--- config.mk ---
export PLATFORM = sky130hd
export DESIGN_NAME = alu_result_queue
export DESIGN_NICKNAME = d
export VERILOG_FILES = /design/src/rtl/alu_result_queue.sv
export SDC_FILE = /design/constraint.sdc
export NUM_CORES = 1
export LEC_CHECK = 0
export BUFFER_PORTS_ARGS = -buffer_cell sky130_fd_sc_hd__buf_4
export CAP_MARGIN = 40
export CORE_MARGIN = 4
export CORE_UTILIZATION = 40
export DETAILED_ROUTE_END_ITERATION = 16
export PLACE_DENSITY = 0.62
export SLEW_MARGIN = 40
export SYNTH_ARGS = -nofsm -noshare
export SYNTH_HDL_FRONTEND = slang
export SYNTH_SLANG_ARGS = --single-unit
export TNS_END_PERCENT = 10
--- constraint.sdc ---
create_clock -name clk -period 2.1 [get_ports clk]
set_input_delay 0.315 -clock clk [delete_from_list [all_inputs] [get_ports clk]]
set_output_delay 0.315 -clock clk [all_outputs]
set_load 0.02 [all_outputs]
--- src/rtl/alu_result_queue.sv ---
// Execute-to-writeback result FIFO with zero/negative flag capture and an r0 write guard.
// Optional forwarding lookup for operand fetch is enabled by defining ALU_RESULT_QUEUE_FWD_EN.
module alu_result_queue #(
   parameter int ALU_SIZE   = 8,
   parameter int REG_ADDR_W = 5,
   parameter int DEPTH      = 2
) (
   input  logic                         clk,
   input  logic                         rst_n,
   input  logic                         flush,
   input  logic                         in_valid,
   output logic                         in_ready,
   input  logic [ALU_SIZE-1:0]          in_result,
   input  logic                         in_carry,
   input  logic [REG_ADDR_W-1:0]        in_dest,
   input  logic                         in_wr_en,
   output logic                         out_valid,
   input  logic                         out_ready,
   output logic [ALU_SIZE-1:0]          out_result,
   output logic                         out_carry,
   output logic                         out_zero,
   output logic                         out_neg,
   output logic [REG_ADDR_W-1:0]        out_dest,
   output logic                         out_wr_en,
`ifdef ALU_RESULT_QUEUE_FWD_EN
   input  logic [REG_ADDR_W-1:0]        fwd_addr_a,
   input  logic [REG_ADDR_W-1:0]        fwd_addr_b,
   output logic                         fwd_hit_a,
   output logic                         fwd_hit_b,
   output logic [ALU_SIZE-1:0]          fwd_data_a,
   output logic [ALU_SIZE-1:0]          fwd_data_b,
`endif
   output logic [$clog2(DEPTH+1)-1:0]   count
);

   localparam int PTR_W = $clog2(DEPTH);
   localparam int CNT_W = $clog2(DEPTH+1);
   localparam logic [CNT_W-1:0] DEPTH_C = CNT_W'(DEPTH);
   localparam logic [CNT_W-1:0] CNT_ONE = CNT_W'(1);
   localparam logic [PTR_W-1:0] PTR_ONE = PTR_W'(1);

   logic [ALU_SIZE-1:0]   mem_result_r [DEPTH];
   logic [REG_ADDR_W-1:0] mem_dest_r   [DEPTH];
   logic                  mem_carry_r  [DEPTH];
   logic                  mem_zero_r   [DEPTH];
   logic                  mem_neg_r    [DEPTH];
   logic                  mem_wr_en_r  [DEPTH];

   logic [PTR_W-1:0] wr_ptr_r;
   logic [PTR_W-1:0] rd_ptr_r;
   logic [CNT_W-1:0] count_r;
   logic             push_s;
   logic             pop_s;

   // Register index 0 is hardwired, so a write to it is dropped at capture time.
   function automatic logic guard_wr_en(input logic wr_en, input logic [REG_ADDR_W-1:0] dest);
      return wr_en & (dest != {REG_ADDR_W{1'b0}});
   endfunction

   function automatic logic is_zero(input logic [ALU_SIZE-1:0] value);
      return (value == {ALU_SIZE{1'b0}});
   endfunction

   assign in_ready  = (count_r < DEPTH_C);
   assign out_valid = (count_r != {CNT_W{1'b0}});
   assign push_s    = in_valid & in_ready;
   assign pop_s     = out_valid & out_ready;
   assign count     = count_r;

   assign out_result = mem_result_r[rd_ptr_r];
   assign out_carry  = mem_carry_r[rd_ptr_r];
   assign out_zero   = mem_zero_r[rd_ptr_r];
   assign out_neg    = mem_neg_r[rd_ptr_r];
   assign out_dest   = mem_dest_r[rd_ptr_r];
   assign out_wr_en  = mem_wr_en_r[rd_ptr_r];

   // Pointer and occupancy tracking; flush overrides any same-cycle push or pop.
   always_ff @(posedge clk or negedge rst_n) begin
      if (!rst_n) begin
         wr_ptr_r <= {PTR_W{1'b0}};
         rd_ptr_r <= {PTR_W{1'b0}};
         count_r  <= {CNT_W{1'b0}};
      end else if (flush) begin
         wr_ptr_r <= {PTR_W{1'b0}};
         rd_ptr_r <= {PTR_W{1'b0}};
         count_r  <= {CNT_W{1'b0}};
      end else begin
         if (push_s) begin
            wr_ptr_r <= wr_ptr_r + PTR_ONE;
         end else begin
            wr_ptr_r <= wr_ptr_r;
         end
         if (pop_s) begin
            rd_ptr_r <= rd_ptr_r + PTR_ONE;
         end else begin
            rd_ptr_r <= rd_ptr_r;
         end
         case ({push_s, pop_s})
            2'b10:   count_r <= count_r + CNT_ONE;
            2'b01:   count_r <= count_r - CNT_ONE;
            default: count_r <= count_r;
         endcase
      end
   end

   // Entry storage; flags are derived once at capture so the head needs no extra logic.
   always_ff @(posedge clk or negedge rst_n) begin
      if (!rst_n) begin
         for (int i = 0; i < DEPTH; i++) begin
            mem_result_r[i] <= {ALU_SIZE{1'b0}};
            mem_dest_r[i]   <= {REG_ADDR_W{1'b0}};
            mem_carry_r[i]  <= 1'b0;
            mem_zero_r[i]   <= 1'b0;
            mem_neg_r[i]    <= 1'b0;
            mem_wr_en_r[i]  <= 1'b0;
         end
      end else if (push_s && !flush) begin
         mem_result_r[wr_ptr_r] <= in_result;
         mem_dest_r[wr_ptr_r]   <= in_dest;
         mem_carry_r[wr_ptr_r]  <= in_carry;
         mem_zero_r[wr_ptr_r]   <= is_zero(in_result);
         mem_neg_r[wr_ptr_r]    <= in_result[ALU_SIZE-1];
         mem_wr_en_r[wr_ptr_r]  <= guard_wr_en(in_wr_en, in_dest);
      end else begin
         for (int i = 0; i < DEPTH; i++) begin
            mem_result_r[i] <= mem_result_r[i];
            mem_dest_r[i]   <= mem_dest_r[i];
            mem_carry_r[i]  <= mem_carry_r[i];
            mem_zero_r[i]   <= mem_zero_r[i];
            mem_neg_r[i]    <= mem_neg_r[i];
            mem_wr_en_r[i]  <= mem_wr_en_r[i];
         end
      end
   end

`ifdef ALU_RESULT_QUEUE_FWD_EN
   logic [PTR_W-1:0] fwd_idx_s;

   // Walk oldest to youngest so the last match written is the youngest producer.
   always_comb begin
      fwd_hit_a  = 1'b0;
      fwd_hit_b  = 1'b0;
      fwd_data_a = {ALU_SIZE{1'b0}};
      fwd_data_b = {ALU_SIZE{1'b0}};
      fwd_idx_s  = rd_ptr_r;
      for (int i = 0; i < DEPTH; i++) begin
         fwd_idx_s = rd_ptr_r + PTR_W'(i);
         if ((CNT_W'(i) < count_r) && mem_wr_en_r[fwd_idx_s]) begin
            if ((mem_dest_r[fwd_idx_s] == fwd_addr_a) && (fwd_addr_a != {REG_ADDR_W{1'b0}})) begin
               fwd_hit_a  = 1'b1;
               fwd_data_a = mem_result_r[fwd_idx_s];
            end else begin
               fwd_hit_a  = fwd_hit_a;
            end
            if ((mem_dest_r[fwd_idx_s] == fwd_addr_b) && (fwd_addr_b != {REG_ADDR_W{1'b0}})) begin
               fwd_hit_b  = 1'b1;
               fwd_data_b = mem_result_r[fwd_idx_s];
            end else begin
               fwd_hit_b  = fwd_hit_b;
            end
         end else begin
            fwd_hit_a = fwd_hit_a;
         end
      end
   end
`endif

endmodule

==> metrics.md <==
| Metric | Value |
|---|---|
| Clock power share | `27.2%` |
| Fin nets | `183` |
| Util after Layout | `52.77%` |
| Count of final setup violators | `0` |
| Synth Area in XOR/XNOR | `1.057%` |
| Drt wl/cell | `14.81 um` |
| CTS tree | `done` |
| Layout cell share with drive strength beyond 1 | `59.15%` |
| Critical Path End Type | `output pin` |
| Status | `finished clean` |
| RSZ-0062 raised after global routing | `no` |
| Top-count cell post-synth | `mux2_2` |
| Total GRT Usage | `13.72%` |
| Power Internal | `0.001561 W` |
| Detailed Route WL | `3.169 mm` |
| Crit path buffers/inverters | `2` |
| Synth Net Count | `138` |
| Crit-path max FO | `7` |
| DR iter-0 viols | `22` |
| # DRC | `0` |
| Crit-path slowest cell | `dfrtp_1` |
| Net switching power | `0.0005780 W` |
| Post-DR vias/cell | `4.930` |
| Clk_lat worst skew | `280 ps` |
| Commonest cells post-synth | `mux2_2, dfrtp_1, o21ai_0` |
| VDD IR max | `569.0 uV` |
| Core area | `4000 um2` |
| Die Wd | `72.36 um` |
| Synth Area in Compound Gates | `2.719%` |
| Synth area leader | `dfrtp_1` |
| Largest net degree at the start of global routing | `37` |
| ANT nets after route | `0` |
| Starting Density | `41.41%` |
| Mapped Cells | `118` |
| Worst slew margin | `69.06%` |
| Seq cells post-synth | `36` |
| Largest family of logic cells by synthesized area | `multiplexers` |
| Initial antenna violation count | `0` |
| Top cell type's share of synthesized area | `54.38%` |
| PostCTS Resize Cnt | `0` |
| Flop pwr share | `44.1%` |
| Final hold violations | `0` |
| Vias in the first global route | `1113` |
| Max cap viols | `0` |
| Synth Cell Area | `1657 um2` |
| Row Count | `23` |
| Critical path class | `reg2out` |
| Grt total ovfl | `0` |
| Distinct cells, synth | `23` |
| Critical path's most frequent cell | `buf_4` |
| Asr flop ratio synth | `100.0%` |
| Worst-path clk slew | `70 ps` |
| Seq/Total Area, Yosys | `54.38%` |
| DR pass1 iterations | `2` |
| Synth warn | `0` |
| GPL Wtd Cong | `0.7578` |
| Die area | `5235 um2` |
| Worst slew pin tran | `464.1 ps` |
| Clock Tree Buf Depth | `2` |
| Post-synthesis mux area share | `31.95%` |
| Power Dens Cells | `1013 nW/um2` |
| Sequence of cells on the critical path | `buf_4 -> mux2_2 -> buf_4` |
| Top delay family on crit path | `flip-flops` |
| Post-Synth Adder-Cell Area | `0%` |
| Clk sinks | `36` |
| Die Ht | `72.36 um` |
| Critical Path RT | `1780 ps` |
| Number of synthesized flops with an enable pin | `0` |
| Synth Area in Simple Gates | `6.269%` |
| Fin Clk Skew | `1.341 ps` |
| TNS Setup | `0 ps` |
| Part of the power in combinational logic | `28.8%` |
| H-tree levels | `2` |
| Detail Placement HPWL | `2.297 mm` |
| ANT cells | `0` |
| TritonCTS Buffers | `5` |
| Switch share | `27.02%` |
| IO Count | `41` |
| Max Slew Vio Count | `0` |
| FMAX | `0.5501 GHz` |
| Post-layout min period | `1818 ps` |
| Leak | `0.9808 nW` |
| Main area contributors after synthesis | `dfrtp_1, mux2_2, mux2_4` |
| Avg Inst Size Synth | `14.04 um2` |
| First-pass GRT wire length | `5.437 mm` |
| Main synth FF type | `dfrtp_1` |
| Clock Tree Root | `clkbuf_8` |
| CP peak stage delay | `500 ps` |
| Port buffer count | `40` |
| Area Growth Syn to Fin | `27.42%` |
| Final worst-path cycle share | `86.57%` |
| Vias | `1055` |
| Worst Path Arrival | `1500 ps` |
| Startpoint Class | `register` |
| Min-delay worst type | `in2reg` |
-- cell usage in the layout (no fill, tap or decap) --
master,n
buf_4,44
mux2_4,6
a21oi_1,2
mux2_2,39
nand2_1,6
dlygate4sd3_1,1
or4_1,1
o21ai_0,7
inv_1,1
nor2b_1,2
clkbuf_1,1
nor4_1,2
nand4bb_1,1
or2b_1,1
xor2_1,2
clkinv_2,1
nor2_1,2
dfrtp_1,36
or4b_1,1
bufinv_16,1
or2_2,1
clkbuf_8,5
nand2b_1,1
-- power by group through the flow --
stage / clock (W) / combinational, W / sequential, W
4_1_cts: 0.000609 / 0.000627 / 0.000943
3_5_place_dp: 0 / 0.000624 / 0.000954
3_3_place_gp: 0 / 0.000610 / 0.000945
2_1_floorplan: 0 / 0.000423 / 0.000928
5_1_grt: 0.000640 / 0.000666 / 0.000967
6_report: 0.000581 / 0.000615 / 0.000943
-- kinds of logic after synthesis --
logic type,after synthesis
xor+xnor,2
compound gates,9
simple gates,18
buf+inv,8
mux,45
flops,36
-- timing repair --
action                                 4_1_cts  5_1_grt
endpoints found under the hold margin       36        0
setup buffers                                0        0
hold buffers                                 1        0
-- state kept, by name, indices dropped and copies added (netlist names) --
| signal | flops |
|---|---|
| mem_dest_r | 10 |
| mem_wr_en_r | 2 |
| mem_zero_r | 2 |
| mem_carry_r | 2 |
| count | 2 |
| rd_ptr_r | 1 |
| mem_result_r | 16 |
| wr_ptr_r | 1 |
-- worst reg2reg max path, delay by kind of cell, from the launching register on --
kind / cells / cell delay [ps]
buffers and inverters: 1 / 230
and+or+nand+nor: 1 / 540
DFF: 1 / 440
muxes: 1 / 330
-- per-stage QoR --
stage	setup slack [ps]	std cells	cell area [um2]	total power, W	hold WS, ps
floorplan	369.5	118	1657	0.001351	19.41
global placement	496.9	205	1993	0.001555	297.0
detailed placement	440.3	205	1993	0.001579	301.7
CTS	247.3	214	2111	0.002179	209.3
global route	191.0	214	2111	0.002273	197.9
finish	282.1	214	2111	0.002139	222.9
-- area by class of cell --
| type | count | area (um2) |
|---|---|---|
| fillers | 333 | 1889 |
| clock inverters | 2 | 35.03 |
| inverters | 1 | 3.754 |
| multi-input cells | 74 | 695.7 |
| clock buffers | 6 | 72.57 |
| flip-flops and latches | 36 | 900.9 |
| well taps | 50 | 62.56 |
| repair buffers | 45 | 340.3 |
-- path summary, 6_finish.rpt --
| check | startpoint | endpoint | slack, ps | cells past startpoint |
|---|---|---|---|---|
| worst max-delay path | rd_ptr_r$_DFFE_PN0P_ | out_result[3] | 280 | 3 |
| worst min-delay path | flush | count[1]$_DFFE_PN0P_ | 220 | 2 |
| worst max register to register | count[1]$_DFFE_PN0P_ | mem_result_r[13]$_DFFE_PN0P_ | 450 | 3 |
| worst min register to register | mem_wr_en_r[0]$_DFFE_PN0P_ | mem_wr_en_r[0]$_DFFE_PN0P_ | 480 | 2 |
| max in group asynchronous | rst_n | mem_result_r[4]$_DFFE_PN0P_ | 1240 | 2 |
| min in group asynchronous | rst_n | mem_dest_r[5]$_DFFE_PN0P_ | 530 | 2 |
-- routing by layer --
layer	wire length, um	part of all wire, %	vias up	track usage (%)
met2	1530	48	30	21.84
met3	227	7.2	6	5.540
met1	1373	43	514	17.27
li1	-	-	505	-
met5	0	0	-	0
met4	36	1.1	0	3.758
Note: power is estimated with default switching activity, not from simulation.
